===== src/rtl/ipf_pkg.sv =====
// Shared IPF definitions: LCU size encoding, frame geometry and LCU walk helpers.
package ipf_pkg;

    localparam int IMG_W = 128;
    localparam int AW    = 14;

    localparam logic [1:0] LCU16   = 2'd0;
    localparam logic [1:0] LCU32   = 2'd1;
    localparam logic [1:0] LCU64   = 2'd2;
    localparam logic [1:0] LCU_BAD = 2'd3;

    typedef enum logic [1:0] {
        FEED_IDLE,
        FEED_RUN,
        FEED_DRAIN,
        FEED_DONE
    } feed_state_e;

    // Position inside the frame walk: LCU index, then row/col inside the LCU.
    typedef struct packed {
        logic [2:0] lx;
        logic [2:0] ly;
        logic [5:0] r;
        logic [5:0] c;
    } lcu_pos_t;

    function automatic logic [6:0] lcu_n(input logic [1:0] size);
        return 7'd16 << size;
    endfunction

    function automatic logic [3:0] lcu_l(input logic [1:0] size);
        return 4'd8 >> size;
    endfunction

    function automatic logic pos_last(input lcu_pos_t p, input logic [1:0] size);
        logic [5:0] nm1;
        logic [2:0] lm1;
        nm1 = 6'(lcu_n(size) - 7'd1);
        lm1 = 3'(lcu_l(size) - 4'd1);
        return (p.c == nm1) && (p.r == nm1) && (p.lx == lm1) && (p.ly == lm1);
    endfunction

    // Raster within the LCU, then LCU raster; wraps to zero after the last pixel.
    function automatic lcu_pos_t pos_next(input lcu_pos_t p, input logic [1:0] size);
        lcu_pos_t   q;
        logic [5:0] nm1;
        logic [2:0] lm1;
        q   = p;
        nm1 = 6'(lcu_n(size) - 7'd1);
        lm1 = 3'(lcu_l(size) - 4'd1);
        if (p.c != nm1) begin
            q.c = p.c + 6'd1;
        end else begin
            q.c = '0;
            if (p.r != nm1) begin
                q.r = p.r + 6'd1;
            end else begin
                q.r = '0;
                if (p.lx != lm1) begin
                    q.lx = p.lx + 3'd1;
                end else begin
                    q.lx = '0;
                    q.ly = (p.ly != lm1) ? p.ly + 3'd1 : 3'd0;
                end
            end
        end
        return q;
    endfunction

    function automatic logic [AW-1:0] pos_addr(input lcu_pos_t p, input logic [1:0] size);
        logic [6:0] row;
        logic [6:0] col;
        row = (lcu_n(size) * {4'b0, p.ly}) + {1'b0, p.r};
        col = (lcu_n(size) * {4'b0, p.lx}) + {1'b0, p.c};
        return {row, col};
    endfunction

endpackage


===== src/rtl/pix_skid_fifo.sv =====
// Two-entry 8-bit FIFO holding prefetched image pixels ahead of the IPF port.
module pix_skid_fifo (
    input  logic       clk_i,
    input  logic       rst_ni,
    input  logic       push_i,
    input  logic       pop_i,
    input  logic [7:0] data_i,
    output logic [7:0] data_o,
    output logic       full_o,
    output logic       empty_o,
    output logic [1:0] count_o
);

    logic [7:0] mem_q [2];
    logic       wr_ptr_q;
    logic       rd_ptr_q;
    logic [1:0] count_q;

    // A push while full is only legal together with a pop; the write then
    // lands in the slot being vacated.
    always_ff @(posedge clk_i or negedge rst_ni) begin
        if (!rst_ni) begin
            mem_q[0] <= '0;
            mem_q[1] <= '0;
            wr_ptr_q <= 1'b0;
            rd_ptr_q <= 1'b0;
            count_q  <= '0;
        end else begin
            if (push_i) begin
                mem_q[wr_ptr_q] <= data_i;
                wr_ptr_q        <= ~wr_ptr_q;
            end
            if (pop_i) begin
                rd_ptr_q <= ~rd_ptr_q;
            end
            case ({push_i, pop_i})
                2'b10:   count_q <= count_q + 2'd1;
                2'b01:   count_q <= count_q - 2'd1;
                default: count_q <= count_q;
            endcase
        end
    end

    assign data_o  = mem_q[rd_ptr_q];
    assign full_o  = (count_q == 2'd2);
    assign empty_o = (count_q == 2'd0);
    assign count_o = count_q;

endmodule


===== src/rtl/lcu_pixel_feeder.sv =====
// Streams a 128x128 image from SRAM to the IPF one LCU at a time, honouring busy.
module lcu_pixel_feeder
    import ipf_pkg::*;
(
    input  logic          clk_i,
    input  logic          rst_ni,
    input  logic          start_i,
    input  logic [1:0]    cfg_lcu_size_i,
    output logic          img_rd_o,
    output logic [AW-1:0] img_addr_o,
    input  logic [7:0]    img_q_i,
    input  logic          busy_i,
    output logic          in_en_o,
    output logic [7:0]    din_o,
    output logic [2:0]    lcu_x_o,
    output logic [2:0]    lcu_y_o,
    output logic [1:0]    lcu_size_o,
    output logic          feed_busy_o,
    output logic          feed_done_o,
    output logic          cfg_err_o
);

    feed_state_e state_q, state_d;
    logic [1:0]  size_q, size_d;
    lcu_pos_t    rd_pos_q, rd_pos_d;
    lcu_pos_t    hd_pos_q, hd_pos_d;
    logic        rd_inflight_q;
    logic        cfg_err_q, cfg_err_d;

    logic        start_ok, start_bad;
    logic        issue, xfer, head_valid;
    logic        fifo_push, fifo_pop, fifo_full, fifo_empty;
    logic [1:0]  fifo_count;
    logic [7:0]  fifo_head;

    assign start_ok  = (state_q == FEED_IDLE) && start_i && (cfg_lcu_size_i != LCU_BAD);
    assign start_bad = (state_q == FEED_IDLE) && start_i && (cfg_lcu_size_i == LCU_BAD);

    // Reads in flight count against FIFO space so landing data always fits.
    assign issue = (state_q == FEED_RUN) && !fifo_full
                   && (2'(fifo_count + 2'(rd_inflight_q)) < 2'd2);

    // Data returning from SRAM is presented directly when the FIFO is empty.
    assign head_valid = !fifo_empty || rd_inflight_q;
    assign xfer       = head_valid && !busy_i;
    assign fifo_pop   = xfer && !fifo_empty;
    assign fifo_push  = rd_inflight_q && !(xfer && fifo_empty);

    pix_skid_fifo u_fifo (
        .clk_i   (clk_i),
        .rst_ni  (rst_ni),
        .push_i  (fifo_push),
        .pop_i   (fifo_pop),
        .data_i  (img_q_i),
        .data_o  (fifo_head),
        .full_o  (fifo_full),
        .empty_o (fifo_empty),
        .count_o (fifo_count)
    );

    always_ff @(posedge clk_i or negedge rst_ni) begin
        if (!rst_ni) begin
            state_q       <= FEED_IDLE;
            size_q        <= LCU16;
            rd_pos_q      <= '0;
            hd_pos_q      <= '0;
            rd_inflight_q <= 1'b0;
            cfg_err_q     <= 1'b0;
        end else begin
            state_q       <= state_d;
            size_q        <= size_d;
            rd_pos_q      <= rd_pos_d;
            hd_pos_q      <= hd_pos_d;
            rd_inflight_q <= issue;
            cfg_err_q     <= cfg_err_d;
        end
    end

    always_comb begin
        state_d     = state_q;
        feed_busy_o = 1'b0;
        feed_done_o = 1'b0;
        case (state_q)
            FEED_IDLE: begin
                if (start_ok) state_d = FEED_RUN;
            end
            FEED_RUN: begin
                feed_busy_o = 1'b1;
                if (issue && pos_last(rd_pos_q, size_q)) state_d = FEED_DRAIN;
            end
            FEED_DRAIN: begin
                feed_busy_o = 1'b1;
                if (xfer && pos_last(hd_pos_q, size_q)) state_d = FEED_DONE;
            end
            FEED_DONE: begin
                feed_done_o = 1'b1;
                state_d     = FEED_IDLE;
            end
            default: state_d = FEED_IDLE;
        endcase
    end

    always_comb begin
        size_d    = size_q;
        rd_pos_d  = rd_pos_q;
        hd_pos_d  = hd_pos_q;
        cfg_err_d = start_bad;
        if (start_ok) begin
            size_d   = cfg_lcu_size_i;
            rd_pos_d = '0;
            hd_pos_d = '0;
        end else begin
            if (issue) rd_pos_d = pos_next(rd_pos_q, size_q);
            if (xfer)  hd_pos_d = pos_next(hd_pos_q, size_q);
        end
    end

    assign img_rd_o   = issue;
    assign img_addr_o = pos_addr(rd_pos_q, size_q);
    assign in_en_o    = xfer;
    assign din_o      = !fifo_empty ? fifo_head : (rd_inflight_q ? img_q_i : 8'h00);
    assign lcu_x_o    = hd_pos_q.lx;
    assign lcu_y_o    = hd_pos_q.ly;
    assign lcu_size_o = size_q;
    assign cfg_err_o  = cfg_err_q;

endmodule


===== config.mk =====
export PLATFORM = sky130hd
export DESIGN_NAME = lcu_pixel_feeder
export DESIGN_NICKNAME = d
export VERILOG_FILES = /design/src/rtl/ipf_pkg.sv /design/src/rtl/pix_skid_fifo.sv /design/src/rtl/lcu_pixel_feeder.sv
export SDC_FILE = /design/constraint.sdc
export NUM_CORES = 1
export LEC_CHECK = 0
export BUFFER_PORTS_ARGS = -buffer_cell sky130_fd_sc_hd__buf_2
export CAP_MARGIN = 30
export CORE_MARGIN = 5
export CORE_UTILIZATION = 40
export DETAILED_ROUTE_END_ITERATION = 8
export PLACE_DENSITY = 0.68
export SLEW_MARGIN = 20
export SYNTH_ARGS = -nofsm -noshare
export SYNTH_HDL_FRONTEND = slang
export SYNTH_SLANG_ARGS = --single-unit

===== constraint.sdc =====
create_clock -name clk_i -period 2.1 [get_ports clk_i]
set_input_delay 0.21 -clock clk_i [delete_from_list [all_inputs] [get_ports clk_i]]
set_output_delay 0.21 -clock clk_i [all_outputs]
set_load 0.005 [all_outputs]

==> Word level (Yosys, flattened, before mapping) <==
Index checks and enable logic that the tools add are counted.
{ "classes": {"bitwise_logic": 4, "n_mul": 2, "add_sub_neg": 15, "n_eq_ne": 33, "n_shift": 2, "n_mux": 33, "n_div": 0, "magnitude_cmp": 4, "n_reduce_logical": 36} }
{ "op_table": {"columns": ["cell", "count"], "rows": [
  ["$mux W18", 4],
  ["$mux W8", 6],
  ["$mux W6", 6],
  ["$add A6 B1 Y6 const B", 4],
  ["$eq A6 B6 Y1", 4],
  ["$mux W12", 2],
  ["$ne A6 B6 Y1", 4],
  ["$logic_and A1 B1 Y1", 18],
  ["$mux W3", 6],
  ["$ne A2 B2 Y1 const B", 9],
  ["$bwmux W16", 1],
  ["$add A7 B6 Y7", 2],
  ["$mul A7 B3 Y7", 2],
  ["$add A3 B1 Y3 const B", 4],
  ["$eq A3 B3 Y1", 4],
  ["$ne A3 B3 Y1", 4],
  ["$eq A2 B2 Y1 const B", 5],
  ["$reduce_and A3 Y1", 3],
  ["$demux W8 S1", 1],
  ["$pmux W2 S4", 1],
  ["$reduce_and A4 Y1", 2],
  ["$shl A5 B2 Y7 const A", 1],
  ["$mux W2", 3],
  ["$reduce_bool A2 Y1", 3],
  ["20 further kinds", 30]
]} }
{ "totals": {"ramBits": 0, "ff_bits": 62, "mem_bits_ro": 0, "wordCells": 146, "n_memories": 0, "latch_bits": 0, "inputBits": 14} }

==> Longest topological paths before layout <==
Gate-level depths: netlist (run 1).
{ "depth": {"ltp_word": 9, "mapped_depth": 9} }

==> Modules after synthesis <==
Synthesis (run 1) repeated with hierarchy kept, for this count alone.
{ "hier_totals": {"hier_cells": 408, "hier_area_um2": 3907.5} }
{ "modules_own_cells": {"columns": ["mod", "area_each_um2", "instances", "cells_per_inst", "seq_area_each_um2"], "rows": [
  ["lcu_pixel_feeder", 3040.4, 1, 351, 1051.0],
  ["pix_skid_fifo", 867.1, 1, 57, 500.5]
]} }

==> Least setup slack after synthesis (run 1) <==
Ideal clock, no wire load.
{ "synth_timing": {"path_kind": "register to output", "from": "register size_q[0], in the netlist lcu_size_o[0]", "to": "output img_addr_o[6]", "stages_incl_launch_ff": 10, "setup_slack_ps": -307, "t_required_ps": 1890, "n_path_buf": 1, "arrival_ps": 2197, "cell_sequence": "dfrtp_1 -> buf_6 -> nor2_1 -> and2_1 -> ha_1 -> ha_1 -> ha_1 -> xor2_1 -> xnor2_1 -> xnor2_1"} }
{ "synth_via": {"elab_chain_len": 3} }
{ "synth_lines": {"columns": ["item", "line_no", "text"], "rows": [
  ["from (decl)", "lcu_pixel_feeder.sv:24", "logic [1:0] size_q, size_d;"],
  ["from (signal assigned)", "lcu_pixel_feeder.sv:71", "size_q <= size_d;"],
  ["$shl A5 B2 Y7", "ipf_pkg.sv:28", "return 7'd16 << size;"],
  ["$mul A7 B3 Y7", "ipf_pkg.sv:74", "col = (lcu_n(size) * {4'b0, p.lx}) + {1'b0, p.c};"],
  ["$add A7 B6 Y7", "ipf_pkg.sv:74", null],
  ["to (decl)", "lcu_pixel_feeder.sv:10", "output logic [AW-1:0] img_addr_o,"]
]} }
No other way between the ends.

==> Final worst setup path (run 1) <==
Same ends and word-level chain as after synthesis.

==> results of run 1 <==
==> cell usage after synthesis, types with 2 or more instances <==
master,count,share of area (%)
dfrtp_1,62,40
nor2_1,36,3.5
nand2_1,33,3.2
o21ai_0,33,4.3
a21oi_1,21,2.7
ha_1,21,6.9
nand3_1,20,2.6
buf_4,17,3.3
mux2_2,17,5.0
xor2_1,16,3.7
mux2i_1,11,2.9
xnor2_1,11,2.5
inv_1,8,0.78
or3_1,8,1.3
nor2b_1,6,0.98
nor3_1,6,0.78
and2_1,5,0.82
and3_1,5,0.82
clkbuf_1,5,0.49
o31ai_1,5,0.98
a32oi_1,3,0.69
nand4_1,3,0.49
nor3b_1,3,0.59
or2_2,3,0.49
or4_1,3,0.59
a32o_1,2,0.52
buf_2,2,0.26
buf_6,2,0.59
nand3b_1,2,0.39
==> cell families (layout without fill, tap and decap cells) <==
logic type	count (synthesis)	after routing	share of synthesized area, %
AOI/OAI and AO/OA	77	77	13.0
and+or+nand+nor	145	145	19.8
muxes	29	29	8.16
DFF	62	62	40.5
adders and majority gates	21	21	6.85
buffers and inverters	35	135	5.55
xor gates and xnor gates	27	27	6.17
==> routing by layer <==
metal	track usage, %	wire [µm]	vias up	part of all wire [%]
li1	-	-	1572	-
met1	20.9	4180	1599	45
met2	28.2	4570	81	49
met3	3.00	418	18	4.5
met4	6.49	199	0	2.1
met5	0	0	-	0
==> cell type report <==
type	instances	area [µm²]
Tap cell	129	161
Clock inverter	7	121
Clock buffer	9	124
Timing Repair Buffer	111	781
Sequential cell	62	1550
Inverter	8	30.0
Fill cell	833	4160
Multi-Input combinational cell	299	2350
==> path summary, 6_finish.rpt <==
path / startpoint / endpoint / depth (start not counted)
min: img_q_i[6] / u_fifo.mem_q[6] / 2
max reg2reg: lcu_size_o[0] / state_q[1] / 8
max: lcu_size_o[0] / img_addr_o[6] / 10
max in group asynchronous: rst_ni / lcu_size_o[0] / 3
min reg2reg: u_fifo.mem_q[15] / u_fifo.mem_q[15] / 1
min in group asynchronous: rst_ni / u_fifo.mem_q[12] / 3
==> what timing repair did <==
action | CTS | global route
endpoints found under the setup margin | 18 | 23
pin swaps | 23 | 18
hold endpoints to repair | 62 | 0
gates cloned | 0 | 0
hold buffers | 1 | 0
gates resized for setup | 18 | 44
buffers inserted | 4 | 9
==> flip-flops by register name, summed over array words and instances (netlist names), 2 cells and up <==
name            flops
lcu_size_o          2
hd_pos_q           12
u_fifo.mem_q       16
lcu_x_o             3
rd_pos_q           18
state_q             2
u_fifo.count_o      2
lcu_y_o             3
==> critical path, delay by kind of cell (launching register included) <==
kind / cells / cell delay, ns
adders and majority gates: 3 / 0.59
xor gates and xnor gates: 3 / 0.48
DFF: 1 / 0.45
and+or+nand+nor: 2 / 0.30
buffers and inverters: 2 / 0.27
==> power groups by stage <==
stage / Sequential (mW) / Combinational, mW / Clock, mW
global route: 2.06 / 3.55 / 1.39
CTS: 1.98 / 3.01 / 1.34
detailed placement: 2.00 / 2.83 / 0
global placement: 1.97 / 2.76 / 0
finish: 1.99 / 3.18 / 1.31
floorplan: 1.88 / 1.98 / 0
==> flow_summary.toml, run 1 <==
[placement]
portBuffers = 48
placed_area_um2 = 4490
place_ws_ns = -0.196
finalWeightedCongestion = 0.815
dpl.cell_count = 595
dp.final_hpwl_um = 6390

[clock_network]
cts-root-buf = "clkbuf_8"
cts_tree = "built"
cts.sinks = 62
h-tree-depth = 3
cts.path.max_buffers = 2
cts-buffers-inserted = 9
clk_pin_slew_ns = 0.08
clk_latency_ns = 0.34

[final_layout]
diodes = 0
layout_commonest_cell = "dfrtp_1"
mostFrequentLayoutCells = "dfrtp_1, buf_4, buf_2"
fin_util_pct = 55.2
layoutNonFillerInstCount = 625
design_area_um2 = 5120
nNetsFinal = 526
drive_above_1_share_pct = 40.5
area_growth_pct = 33.6

[setup_path]
cpMaxStageDelayCell = "dfrtp_2"
cp_max_fo = 5
crit_top_cell = "ha_4"
arrival_ns = 2.44
worst-setup-path-type = "flip-flop to output port"
r2r_slack_ns = -0.34
cp-end-kind = "output port"
worstPathCellList = "nor2_4, buf_6, and2_4, ha_4, ha_4, ha_4, xor2_1, xnor2_1, xnor2_1, buf_2"
required_ns = 1.89
worst_setup_path_start_kind = "flip-flop"
slowest_delay_ns = 0.45

[min_path]
hold_path_class = "input port to flip-flop"

[grt]
grt_overflow = 0
grt_max_degree = 63
grt_pass1_vias = 3347
antenna_found_initial = 0
grt_pass1_wl_um = 15600
grtUsageTotal_pct = 16.6

[sta]
fin_ws_ns = -0.549
tightestPinTransition_ns = 0.741
tns_ns = -3.79
skew_ns = 0.00934
slew_headroom_pct = 50.4
hold-worst-slack_ns = 0.122
hold_violations = 0
finalCritPeriodShare_pct = 126
finalMaxSlewViolations = 0
fmax_ghz = 0.378
period_minus_slack_ns = 2.65
setup_viol = 25
rsz0062_at_grt = "true"

[synthesis]
postSynth.asyncResetShare_pct = 100
ys_seq_area_share_pct = 40.5
syn_area_per_cell_um2 = 9.68
synth_warnings = 0
synthFlopType = "dfrtp_1"
syn_nets = 431
synth_edf_count = 0
synthCells = 396
ys_types = 56
ys_ff_latch = 62
synth_area_um2 = 3830

[floorplanning]
core_um2 = 9280
row_count = 35
start_util_pct = 41.3
die-area_um2 = 11600
die-width_um = 108
die_y_um = 108
pin_count = 49

[detailed_routing]
drc = 0
viasPerCell = 5.23
drt_iter0_drc = 175
vias = 3270
routedWlPerCell_um = 15.0
detail-route-antenna-nets = 0
wl_um = 9370
first_pass_iters = 4

[power_and_ir_drop]
ir_drop_uv = 563
p_sw_mw = 2.40
power_density_nw_per_um2 = 1270
pwr-share-seq_pct = 30.7
clkPwrFrac_pct = 20.3
swShare_pct = 37.1
finalPower_mw = 6.48
p_leak_nw = 2.31
p_int_mw = 4.08
comb_power_share_pct = 49.1

[run]
drv_cap = 0

[outcome]
outcome = "finished, violations left"
violations = "negative setup slack"
(Power assumes the default switching activity.)
==> run 2, diff against run 1 <==
--- a/config.mk
+++ b/config.mk
@@ -5,12 +5,12 @@
 export SDC_FILE = /design/constraint.sdc
 export NUM_CORES = 1
 export LEC_CHECK = 0
+export ABC_AREA = 1
 export BUFFER_PORTS_ARGS = -buffer_cell sky130_fd_sc_hd__buf_2
 export CAP_MARGIN = 30
-export CORE_MARGIN = 5
-export CORE_UTILIZATION = 40
+export CORE_UTILIZATION = 50
 export DETAILED_ROUTE_END_ITERATION = 8
-export PLACE_DENSITY = 0.68
+export PLACE_DENSITY = 0.8
 export SLEW_MARGIN = 20
 export SYNTH_ARGS = -nofsm -noshare
 export SYNTH_HDL_FRONTEND = slang
==> run 2 against run 1 <==
  * The run still ends with negative setup slack left
  * Maximum frequency grew 15%
  * Sequential share of layout area rose by 1.7 points
  * Sequential power is 3% higher
  * Power rose by 3.3%
  * Synthesized area grew 2.1%
  * Sequential cell count stayed put
  * Wire length grew 0.19%
  * Combinational power increased by 8.2%
==> flow_summary.toml, run 2 <==
[synthesis]
synth_common_cells = "nand2_1, dfrtp_1, nor2_1"
synth_warnings = 0
yosysMostFrequentCell = "nand2_1"
ys_seq_area_share_pct = 39.7
postSynth.asyncResetShare_pct = 100
synth_area_leaders = "dfrtp_1, nand2_1, ha_1"
synth_edf_count = 0
ys_ff_latch = 62
synth_area_um2 = 3910
synth_top_cell_area_share_pct = 39.7
syn_area_per_cell_um2 = 8.20
synthFlopType = "dfrtp_1"
synthCells = 477
syn_nets = 512
yosysTopAreaCell = "dfrtp_1"
ys_types = 40

[sta]
finalCritPeriodShare_pct = 110
skew_ns = 0.0116
fmax_ghz = 0.434
hold-worst-slack_ns = 0.120
setup_viol = 2
fin_ws_ns = -0.205
period_minus_slack_ns = 2.30
hold_violations = 0
slew_headroom_pct = 66.5
tightestPinTransition_ns = 0.502
finalMaxSlewViolations = 0
tns_ns = -0.357
rsz0062_at_grt = "true"

[setup_path]
cp-end-kind = "output port"
worstPathCellList = "clkinv_4, nand2_4, nor2_4, ha_4, ha_4, xnor2_2, xor2_1, xor2_1, inv_1, buf_2"
cpMaxStageDelayCell = "dfrtp_1"
slowest_delay_ns = 0.42
worst-setup-path-type = "flip-flop to output port"
required_ns = 1.89
worst_setup_path_start_kind = "flip-flop"
arrival_ns = 2.09
cp_max_fo = 4

[clock_network]
cts-root-buf = "clkbuf_8"
cts.sinks = 62
h-tree-depth = 3
cts-buffers-inserted = 9
cts_tree = "built"
clk_pin_slew_ns = 0.07
cts.path.max_buffers = 2
clk_latency_ns = 0.34

[floorplanning]
pin_count = 49
row_count = 31
start_util_pct = 52.8
die-width_um = 90.5
core_um2 = 7410
die_y_um = 90.5
die-area_um2 = 8180

[final_layout]
largest_reg_flops = 18
layout_commonest_cell = "nand2_1"
diodes = 0
mostFrequentLayoutCells = "nand2_1, dfrtp_1, buf_2"
fin_util_pct = 65.4
design_area_um2 = 4840
drive_above_1_share_pct = 30.9
nNetsFinal = 585
top_register = "rd_pos_q"
area_growth_pct = 23.8
largestRegisters = "rd_pos_q: 18 flops, u_fifo.mem_q: 16 flops, hd_pos_q: 12 flops"

[power_and_ir_drop]
power_density_nw_per_um2 = 1380
p_leak_nw = 2.38
ir_drop_uv = 818

[detailed_routing]
routedWlPerCell_um = 14.4
detail-route-antenna-nets = 0
first_pass_iters = 4
viasPerCell = 5.28
vias = 3447
drc = 0
wl_um = 9390
drt_iter0_drc = 110

[min_path]
hold_path_class = "input port to flip-flop"

[placement]
dp.final_hpwl_um = 6170
placed_area_um2 = 4250
place_ws_ns = -0.00183
finalWeightedCongestion = 0.840
portBuffers = 48

[grt]
grt_pass1_wl_um = 14700
antenna_found_initial = 0
grt_pass1_vias = 3165
grtUsageTotal_pct = 22.3
grt_overflow = 0
grt_max_degree = 37

[outcome]
outcome = "finished, violations left"
violations = "negative setup slack"

[run]
drv_cap = 0
run 2: changes by cell type after synthesis, moves of 7 or more:
cell	previous run	this run
nor2_1	36	54
or3_1	8	0
nand2_1	33	91
inv_1	8	48
o21a_1	1	10
o32ai_1	0	8
mux2i_1	11	0
mux2_2	17	0
nand3_1	20	27
run 2: power breakdown:
group          leakage, nW  total [mW]  switching (mW)  internal (mW)
Clock                0.115        1.21           0.484          0.723
Sequential           0.786        2.05           0.408           1.64
Combinational         1.47        3.44            1.97           1.47
run 2: final timing paths:
| path | from | to | slack (ns) | cells after the start |
|---|---|---|---|---|
| min in group asynchronous | rst_ni | lcu_x_o[2] | 0.40 | 3 |
| max reg2reg | lcu_size_o[1] | state_q[0] | 0.07 | 13 |
| max in group asynchronous | rst_ni | lcu_size_o[0] | 1.26 | 3 |
| max | lcu_size_o[1] | img_addr_o[6] | -0.20 | 10 |
| min reg2reg | rd_pos_q[14] | rd_pos_q[14] | 0.48 | 2 |
| min | cfg_lcu_size_i[0] | cfg_err_o | 0.12 | 3 |
run 2: routing by layer:
layer	track usage, %	vias to the layer above	part of all wire, %
met2	38.5	83	49
met3	3.62	22	3.7
met1	28.7	1655	44
met4	6.45	0	2.3
li1	-	1687	-
met5	0	-	0
run 2: logic make-up (layout without fill, tap and decap cells):
logic type,Yosys count,after routing,share of synthesized area (%)
and+or+nand+nor,208,209,25.0
xor gates and xnor gates,23,23,5.15
DFF,62,62,39.7
adders and majority gates,21,21,6.72
buffers and inverters,80,156,10.2
AOI/OAI and AO/OA,83,83,13.3
run 2: final cells by class:
| type | count | area [µm²] |
|---|---|---|
| Sequential cell | 62 | 1550 |
| Multi-Input combinational cell | 336 | 2200 |
| Inverter | 56 | 218 |
| Fill cell | 583 | 2560 |
| Clock buffer | 11 | 151 |
| Timing Repair Buffer | 85 | 532 |
| Tap cell | 99 | 124 |
| Clock inverter | 4 | 70.1 |
run 2: critical path: cells and delay by family (launching register included):
family        cells  cell delay [ns]
fa+ha+maj         2             0.38
simple gates      2             0.21
buf+inv           3             0.26
xor+xnor          3             0.51
flops             1             0.42
run 2: stage by stage:
stage,total power [mW],std cells
after floorplan,4.15,477
after global placement,4.88,620
after detailed placement,5.02,620
after CTS,6.36,639
after global routing,7.20,653
final,6.69,653
run 2: what timing repair did:
action | in CTS | in global routing
gates cloned | 0 | 1
resized for setup | 15 | 35
setup buffers | 3 | 14
hold buffers | 1 | 0
endpoints found under the hold margin | 62 | 0
endpoints found under the setup margin | 4 | 22
pin swaps | 8 | 16
